===== config.mk =====
export PLATFORM = sky130hd
export DESIGN_NAME = sobol_sng_flat
export DESIGN_NICKNAME = d
export VERILOG_FILES = /design/src/rtl/sobol_sng_if.sv /design/src/rtl/sobol_sng.sv /design/src/flat_wrapper.sv
export SDC_FILE = /design/constraint.sdc
export NUM_CORES = 1
export LEC_CHECK = 0
export ABC_AREA = 1
export CORE_UTILIZATION = 25
export CTS_CLUSTER_DIAMETER = 30
export DETAILED_ROUTE_END_ITERATION = 6
export GPL_TIMING_DRIVEN = 0
export PLACE_DENSITY_LB_ADDON = 0.08
export SLEW_MARGIN = 40
export SYNTH_ARGS = -nofsm -noshare
export SYNTH_HDL_FRONTEND = slang
export SYNTH_SLANG_ARGS = --single-unit
export TNS_END_PERCENT = 10

===== constraint.sdc =====
create_clock -name clk -period 1.85 [get_ports clk]
set_input_delay 0.37 -clock clk [delete_from_list [all_inputs] [get_ports clk]]
set_output_delay 0.37 -clock clk [all_outputs]
set_load 0.02 [all_outputs]

===== src/rtl/sobol_sng_if.sv =====
// Request/result bundle for the Sobol stochastic number generator.
// Master issues en_in/in; slave returns ready/out/en_out.
interface sobol_sng_if;
    logic        en_in;
    logic [7:0]  in;
    logic        ready;
    logic [31:0] out;
    logic        en_out;

    modport master (
        output en_in,
        output in,
        input  ready,
        input  out,
        input  en_out
    );

    modport slave (
        input  en_in,
        input  in,
        output ready,
        output out,
        output en_out
    );
endinterface


===== src/rtl/sobol_sng.sv =====
// Sobol-sequence stochastic number generator: turns an 8-bit
// probability into a 32-sample bitstream word, one word per request.
module sobol_sng #(
    parameter int DIM = 1
) (
    input  logic         clk,
    input  logic         rst,
    sobol_sng_if.slave   bus
);

    typedef enum logic [1:0] {
        IDLE,
        GEN,
        DONE
    } state_t;

    state_t      state;
    state_t      state_nx;
    logic [7:0]  val;
    logic [7:0]  x;
    logic [4:0]  cnt;
    logic [31:0] sh;
    logic [31:0] out_q;
    logic        bit_b;
    logic [2:0]  c;
    logic [7:0]  v_c;
    logic [7:0]  cnt8;
    logic        last;

    function automatic logic [7:0] dir(input logic [2:0] i);
        logic [7:0] d;
        d = 8'h80 >> i;
        if (DIM == 2) begin
            case (i)
                3'd0:    d = 8'h80;
                3'd1:    d = 8'hC0;
                3'd2:    d = 8'hA0;
                3'd3:    d = 8'hF0;
                3'd4:    d = 8'h88;
                3'd5:    d = 8'hCC;
                3'd6:    d = 8'hAA;
                default: d = 8'hFF;
            endcase
        end
        return d;
    endfunction

    // Sample compare and direction-vector pick from the lowest zero of cnt
    always_comb begin
        bit_b = val > x;
        cnt8  = {3'b000, cnt};
        c     = 3'd0;
        for (int i = 7; i >= 0; i--) begin
            if (!cnt8[i]) c = 3'(i);
        end
        v_c  = dir(c);
        last = cnt == 5'd31;
    end

    // State register
    always_ff @(posedge clk) begin
        if (!rst) state <= IDLE;
        else      state <= state_nx;
    end

    // Next-state: accept in IDLE/DONE, run 32 samples in GEN
    always_comb begin
        state_nx = state;
        case (state)
            IDLE:    if (bus.en_in) state_nx = GEN;
            GEN:     if (last) state_nx = DONE;
            DONE:    state_nx = bus.en_in ? GEN : IDLE;
            default: state_nx = IDLE;
        endcase
    end

    // Datapath: latch request, step the sequence, collect samples
    always_ff @(posedge clk) begin
        if (!rst) begin
            val   <= 8'd0;
            x     <= 8'd0;
            cnt   <= 5'd0;
            sh    <= 32'd0;
            out_q <= 32'd0;
        end else begin
            case (state)
                GEN: begin
                    sh[cnt] <= bit_b;
                    x       <= x ^ v_c;
                    cnt     <= cnt + 5'd1;
                    if (last) out_q <= sh | {bit_b, 31'd0};
                end
                default: begin
                    if (bus.en_in) begin
                        val <= bus.in;
                        x   <= 8'd0;
                        cnt <= 5'd0;
                        sh  <= 32'd0;
                    end
                end
            endcase
        end
    end

    assign bus.ready  = state != GEN;
    assign bus.en_out = state == DONE;
    assign bus.out    = out_q;

endmodule


===== src/flat_wrapper.sv =====
// flat-port wrapper written by rule: the top's interface ports become plain ports
module sobol_sng_flat 
#(
    parameter int DIM = 1
)
  (clk, rst, bus_en_in, bus_in, bus_ready, bus_out, bus_en_out);
  sobol_sng_if bus_i ();
  input  logic clk;
  input  logic rst;
  input wire logic [$bits(bus_i.en_in)-1:0] bus_en_in;
  input wire logic [$bits(bus_i.in)-1:0] bus_in;
  output wire logic [$bits(bus_i.ready)-1:0] bus_ready;
  output wire logic [$bits(bus_i.out)-1:0] bus_out;
  output wire logic [$bits(bus_i.en_out)-1:0] bus_en_out;
  assign bus_i.en_in = bus_en_in;
  assign bus_i.in = bus_in;
  assign bus_ready = bus_i.ready;
  assign bus_out = bus_i.out;
  assign bus_en_out = bus_i.en_out;
  sobol_sng #(.DIM(DIM)) u_core (.clk(clk), .rst(rst), .bus(bus_i));
endmodule

[Word level (Yosys, flattened, before mapping)]
Index checks and enable logic that the tools add are counted.
Storage, ports and cells
  bits in registers: 87
  input bits: 11
  output and inout bits: 34
  logic and storage cells: 44
Cells by class
  add/subtract/negate cells: 1
  magnitude comparators: 3
  equality and inequality tests: 6
  shifts and indexed selects: 1
  muxes and demuxes: 18
  bitwise operators: 3
  reduce and logical (&&, ||, !) cells: 6
Operators by type and width (count)
  32-bit 2-to-1 mux: 2
  32-bit bitwise mux: 1
  32-bit OR: 1
  8-bit 2-to-1 mux: 2
  3-bit 2-to-1 mux: 4
  5-bit 2-to-1 mux: 2
  8-bit greater-than comparator: 1
  8-bit by 3-bit >> shifter with 8-bit output, first input constant: 1
  8-bit XOR: 1
  5-bit by 6-bit less-than comparator with 1-bit output, second input constant: 1
  2-bit one-hot mux with 3 select lines: 1
  2-bit AND reduction: 3
  5-bit by 1-bit adder with 5-bit output, second input constant: 1
  1-bit demux with 5-bit select: 1
  5-bit equality test, second input constant: 1
  5-bit by 1-bit greater-or-equal comparator with 1-bit output, second input constant: 1
  2-bit 2-to-1 mux: 2
  2-bit by 1-bit != test with 1-bit output, second input constant: 2
  1-bit 2-to-1 mux: 3
  2-bit by 1-bit equality test with 1-bit output, second input constant: 1
  2-bit equality test, second input constant: 1
  2-bit zero test: 1
  2-bit != test, second input constant: 1
  2-bit nonzero test: 1
  other kinds (2): 2

[Depth between registers and ports, before layout]
  depth in word-level cells: 8
  gate-level depth with buffers: 12

[Least setup slack after synthesis]
Ideal clock, no wire load.
  path kind: reg2reg
  start point: reg u_core.cnt[0]
  end point: reg u_core.out_q[10], in the netlist u_core.bus.out[10]
  library setup time: 0.116 ns
  arrival: 1.483 ns
  required time: 1.734 ns
  setup slack: 0.252 ns
  cell stages (with the launch flop): 11
  path buffers: 1
  path through: dfxtp_1 ha_1 inv_1 nor2_1 ha_1 inv_1 nor2_2 inv_1 buf_2 nor2_1 nor2_1
Between the ends
  cells in the longest elaborated chain, start to end: 2
RTL lines
  start: declaration: RTL line sobol_sng.sv:21  | logic [4:0] cnt;
  start signal: assignment: RTL line sobol_sng.sv:90  | cnt <= cnt + 5'd1;
  5-bit equality test: RTL line sobol_sng.sv:57  | last = cnt == 5'd31;
  2-bit AND reduction (no source line)
  end signal: assignment: RTL line sobol_sng.sv:91  | if (last) out_q <= sh | {bit_b, 31'd0};
  end: declaration: RTL line sobol_sng.sv:23  | logic [31:0] out_q;
No other way between the ends.
A chain may end at the register's enable or synchronous reset.

[Worst setup path after layout]
  start point: reg u_core.state[1]
  end point: out bus_en_out
Between the ends
  cells in the longest elaborated chain, start to end: 1
RTL lines
  start: declaration: RTL line sobol_sng.sv:17  | state_t state;
  start signal: assignment: RTL line sobol_sng.sv:63  | else state <= state_nx;
  2-bit equality test: RTL line sobol_sng.sv:106  | assign bus.en_out = state == DONE;
  end: declaration: RTL line flat_wrapper.sv:14  | output wire logic [$bits(bus_i.en_out)-1:0] bus_en_out;
No other way between the ends.

==> flow_summary.yaml <==
cells_and_area:
  area_growth_pct: 26.48
  n_antenna_cell: 0
  num-fill-cells: 1630
  top_library_cells_by_usage_in_the_layout_fill_and_taps_aside: "sky130_fd_sc_hd__nand2_1, sky130_fd_sc_hd__nor2_1, sky130_fd_sc_hd__dfxtp_1, sky130_fd_sc_hd__inv_1"
  final_area_sq_um: 4882
  drive_above_1_share_pct: 8.387
  layout.cells.most_common: "sky130_fd_sc_hd__nand2_1"
  nNetsFinal: 639
timing:
  rsz0062_at_grt: "yes"
  fin_hold_ws_ps: 435.3
  final_hold_viol_count: 0
  finalCritPeriodShare_pct: 97.04
  maxSlewViolCount: 0
  clock-skew-final_ps: 13.39
  setup_total_negative_slack_ps: 0
  setup_ws_ps: 54.83
  max_slew_margin_pct: 62.78
  setup-violations-final: 0
  timing.fmax_ghz: 0.5571
  worst_pin_slew_ps: 554.0
  min_period_ps: 1795
cts:
  cts_root_buffer: "sky130_fd_sc_hd__clkbuf_16"
  cts_max_path_buffers: 2
  numCtsBuffers: 9
  htree_levels: 3
  cts_tree: "built"
  clock_sink_total: 87
  cts.clk_slew.worst_paths_ps: 70
  clk_latency_ps: 350
synthesis:
  synth.net_count: 582
  yosys.area.top_type_share_pct: 45.12
  synthAdderAreaFrac_pct: 4.214
  synthXorXnorAreaFrac_pct: 0
  synth_mux_area_share_pct: 0
  synth_cell_types: 27
  synth_compound_area_share_pct: 12.19
  seq_area_frac_synth_pct: 45.12
  synth_top_cell_by_area: "sky130_fd_sc_hd__dfxtp_1"
  synth.ff_latch_count: 87
  cell_count_after_synthesis: 558
  synthesis.area_per_instance_sq_um: 6.917
  synth_top_family_by_area: "simple AND/OR/NAND/NOR gates"
  syn-cell-area_sq_um: 3860
  yosys.area_share.simple_pct: 28.85
  synth.top_cells.by_area: "sky130_fd_sc_hd__dfxtp_1, sky130_fd_sc_hd__nand2_1, sky130_fd_sc_hd__nor2_1, sky130_fd_sc_hd__inv_1, sky130_fd_sc_hd__a21oi_1"
  synth-warning-count: 0
detailed_routing:
  wirelength_um: 10100
  vias_per_cell: 4.298
  detail-route-antenna-nets: 0
  drt_drc_violations_left: 0
  route.detailed.wl_per_inst_um: 12.50
  detail_route.first_pass.iterations: 4
  dr_total_vias: 3473
  drt_iter0_markers: 217
worst_setup_path:
  critical-path-max-stage-delay_ps: 610
  cp_arrival_ps: 1430
  worstSetupStartpointType: "flop"
  crit_path_end_kind: "primary output"
  worst_r2r_startpoint: "u_core.x[7]"
  critical-path-top-delay-family: "buffers and inverters"
  critical_path.cell_chain: "inv_1 > nor2_1 > clkdlybuf4s50_1"
  peak_fanout_along_the_critical_path: 2
  r2r_end: "u_core.sh[3]"
  critPathSlowestCell: "sky130_fd_sc_hd__clkdlybuf4s50_1"
  setup.worst_path.start: "u_core.state[1]"
  r2r.worst_path.cells: 8
  reg2reg_slack_ps: 120
  cp_data_required_time_ps: 1480
  critical_path_class: "reg2out"
  cp_num_buf_inv: 2
global_routing:
  grt_first_pass_wirelength_um: 17220
  grt_max_degree: 15
  grt_util_all_layers_pct: 13.94
  grt_antenna_before_repair: 0
  overflow: 0
  first_global_vias: 3429
die:
  die-width_um: 126.3
  core.rowCount: 45
  floorplan.io_pins: 45
  dieArea_sq_um: 15940
  initial_utilization_pct: 25.49
  placeableCoreArea_sq_um: 15150
  floorplan.die.height_um: 126.3
hold_path:
  worst_hold_startpoint: "u_core.x[0]"
  hold_path_depth: 2
  worstHoldPathType: "reg2reg"
  min_to: "u_core.x[0]"
pwr:
  max-vdd-ir-drop_uv: 460.8
  static-leakage-power_uw: 0.002452
  cellPowerDensity_nw_per_um2: 842.6
flow_run:
  number_of_maximum_capacitance_constraint_violations: 0
placement:
  detailed_place_hpwl_um: 6971
  routabilityCongestion: 0.7338
  placement_stage_worst_setup_slack_ps: -283.5
  dpl_cell_area_sq_um: 4526
  place.port_buffers: 43
outcome:
  status: "finished clean"
## worst max-delay path by stage
stage                               to  slack (ps)  cells after the start
finish                      bus_en_out          50                      3
global route              u_core.sh[3]          -7                      8
CTS                 u_core.bus.out[19]           7                     10
detailed placement   u_core.bus.out[6]        -280                      9
global placement    u_core.bus.out[19]        -260                     10
floorplan           u_core.bus.out[10]         250                     10
## power breakdown
group          internal (uW)  switching [uW]
Clock                   1040             766
Sequential              1900            17.6
Combinational            132             260
Total                   3070            1040
## sequential cells by signal (all words and copies together) (netlist names)
| register | count |
|---|---|
| u_core.val | 8 |
| u_core.x | 8 |
| u_core.sh | 32 |
| u_core.bus.out | 32 |
| u_core.state | 2 |
| u_core.cnt | 5 |
## worst register-to-register path, delay by kind of cell, from the launching register on
kind | cells | cell delay (ps)
compound gates | 2 | 270
fa+ha+maj | 1 | 310
buf+inv | 2 | 320
flops | 1 | 330
simple gates | 3 | 390
## synthesized netlist by cell type
master                     count
sky130_fd_sc_hd__a211oi_1      1
sky130_fd_sc_hd__a21o_1        1
sky130_fd_sc_hd__a21oi_1      44
sky130_fd_sc_hd__a22oi_1       1
sky130_fd_sc_hd__buf_1         1
sky130_fd_sc_hd__buf_2         6
sky130_fd_sc_hd__buf_4         2
sky130_fd_sc_hd__buf_6         3
sky130_fd_sc_hd__clkbuf_1     11
sky130_fd_sc_hd__dfxtp_1      87
sky130_fd_sc_hd__ha_1         13
sky130_fd_sc_hd__inv_1        62
sky130_fd_sc_hd__inv_4         1
sky130_fd_sc_hd__inv_6         1
sky130_fd_sc_hd__nand2_1     160
sky130_fd_sc_hd__nand2_2       1
sky130_fd_sc_hd__nand2_4       1
sky130_fd_sc_hd__nand3_1       4
sky130_fd_sc_hd__nand4_1       3
sky130_fd_sc_hd__nor2_1       98
sky130_fd_sc_hd__nor2_2        5
sky130_fd_sc_hd__nor2_8        1
sky130_fd_sc_hd__nor3_1        3
sky130_fd_sc_hd__nor3_2        1
sky130_fd_sc_hd__o21a_1        1
sky130_fd_sc_hd__o21ai_0      44
sky130_fd_sc_hd__or2_2         2
## final cells by class
cell class | count | area [sq um] | area share [%]
Multi-Input combinational cell | 384 | 1759 | 36.03
Sequential cell | 87 | 1749 | 35.83
Timing Repair Buffer | 46 | 449.2 | 9.200
Inverter | 64 | 250.2 | 5.126
Tap cell | 188 | 235.2 | 4.818
Clock buffer | 10 | 229.0 | 4.690
Buffer | 23 | 148.9 | 3.050
Clock inverter | 6 | 61.31 | 1.256
## per-stage QoR
step,cells,power [uW],utilization (%)
after global placement,789,2331,29.88
after CTS,805,4180,31.87
after floorplan,558,2202,-
after global routing,808,4344,32.23
after detailed placement,789,2335,29.88
final,808,4114,32.23
## logic make-up after synthesis
kind of cell	after synthesis
and+or+nand+nor	279
AOI/OAI and AO/OA	92
buffers and inverters	87
DFF	87
adders and majority gates	13
## per-layer routing
| layer | wire (um) | share of wire (%) | global-route usage, % | vias up |
|---|---|---|---|---|
| li1 | - | - | - | 1848 |
| met1 | 5143 | 51 | 18.40 | 1566 |
| met2 | 4490 | 44 | 22.07 | 51 |
| met3 | 351 | 3.5 | 3.314 | 8 |
| met4 | 118 | 1.2 | 5.103 | 0 |
| met5 | 0 | 0 | 0 | - |
## timing repair
action,in CTS,in global routing
hold buffers,0,0
setup buffers,0,3
endpoints found under the setup margin,44,61
pin swaps,0,1
gates resized for setup,9,25
Note: power is estimated with default switching activity, not from simulation.
==> patch: new RTL, config.mk and constraints unchanged <==
Reset style: asynchronous (`rst`), changed in 2 clocked blocks.
--- a/src/rtl/sobol_sng.sv
+++ b/src/rtl/sobol_sng.sv
@@ -60,3 +60,3 @@
     // State register
-    always_ff @(posedge clk) begin
+    always_ff @(posedge clk or negedge rst) begin
         if (!rst) state <= IDLE;
@@ -77,3 +77,3 @@
     // Datapath: latch request, step the sequence, collect samples
-    always_ff @(posedge clk) begin
+    always_ff @(posedge clk or negedge rst) begin
         if (!rst) begin
Function: differs if rst is asserted again (counterexample within 4 cycles, from zero or initial values and one cycle with rst low); with rst held inactive, the same outputs for 10 cycles.
==> patch against the unedited design <==
  * Via count fell by 16%
  * Sequential share of layout area rose by 8.6 points
  * Die area barely moved
  * Non-clock buffer count decreased by 8
  * Cell count fell by 15%
  * Design area increased by 0.46%
  * Routed wire length down 9.2%
  * Sequential cell count is the same
  * Setup slack better by 79 ps
  * Synthesized area is essentially flat
  * Critical path type unchanged
Power is not compared: it rests on default switching activity, and its combinational part moved more than twofold at a synthesized area within 25%.
==> patch: results (changes against the unedited design) <==
status: "finished, final reports clean"
buf_share_pct: 12.4  # +0.17 points
synth_common_cells: "nand2_1 (170), dfrtp_1 (87), nand3_1 (41)"
ys_seq_area_share_pct: 56.4  # +11 points
worstReg2RegEnd: "u_core.sh[4]$_DFFE_PN0P_"
gr-usage-met3_pct: 4.33  # +1.0 points
clkbuf_count: 14  # +4
grt_pass1_vias: 3011  # -12%
grt_max_degree: 45  # +30
io_buffers: 44  # +2.3%
grt.met1_usage_pct: 16.5  # -1.8 points
synth_area_leaders: "dfrtp_1 (56%), nand2_1 (17%), nand3_1 (5.3%)"
final_nets: 517  # -19%
vias_per_cell: 4.24  # -1.4%
startpoint: "u_core.bus.out[31]$_DFFE_PN0P_"
multiInputGateArea_um2: 1440  # -18%
grt_pass1_wl_mm: 15.7  # -8.9%
synth-main-ff-cell: "dfrtp_1"
r2r_setup_slack_ps: 160  # +40 ps
synth_cell_type_count: 24  # -11%
cts_made_buffers: 9  # unchanged
drt-met1-wl_mm: 4.59  # -11%
inverters: 28  # -56%
syn-num-nets: 460  # -21%
arrival_ps: 1350  # -80 ps
hpwlAfterDp_mm: 6.25  # -10%
r2r-start: "u_core.cnt[0]$_DFFE_PN0P_"
clk_pin_slew_ps: 60
wl_met2_mm: 4.16  # -7.4%
synth_async_sr_flop_share_pct: 100  # +100 points
drt_iter0_drc: 139  # -36%
clkCellAreaFrac_pct: 6.71  # +0.76 points
worstHoldStart: "u_core.bus.out[25]$_DFFE_PN0P_"
track_usage_pct: 13.0  # -0.89 points
use_met2_pct: 21.0  # -1.1 points
vdd_ir_drop_max_mv: 0.701
routabilityCongestion: 0.701  # -4.5%
num-multi-input-gates: 305  # -21%
num-nonclk-buffers: 61  # -12%
fill_cells: 1590  # -2.5%
avgRoutedWirePerCell_um: 13.4  # +7.1%
met3WireLength_um: 319  # -9.1%
worstMarginPinSlew_ps: 534  # -19.7 ps
drive_gt1_share_pct: 9.26  # +0.87 points
patch: cell types whose count changed after synthesis, moves of 35 or more:
cell / change
dfxtp_1: -87
nand3_1: +37
o21ai_1: +36
o21ai_0: -35
dfrtp_1: +87
inv_1: -38
nor2_1: -80
a21oi_1: -41
patch: cells by family (layout without fill, tap and decap cells):
group,Yosys count,after routing,share of synthesized area (%)
buf+inv,43,105,6.26
compound gates,50,50,6.58
fa+ha+maj,14,14,4.54
simple gates,241,241,26.2
flops,87,87,56.4
patch: through the flow:
stage | total power [mW] | instances | hold WS, ps | setup WS, ps
after CTS | 8.39 | 685 | 478 | 81.5
after floorplan | 5.13 | 435 | 74.4 | 338
after detailed placement | 6.34 | 668 | 287 | 84.1
after global placement | 6.27 | 667 | 462 | -3060
final | 8.21 | 685 | 474 | 134
after global routing | 8.93 | 685 | 496 | 14.8
patch: repair_timing:
action / in CTS / in global routing
resized for setup: 2 / 3
endpoints found under the setup margin: 2 / 10
cloned: 0 / 0
hold endpoints to repair: 43 / 0
hold buffers: 1 / 0
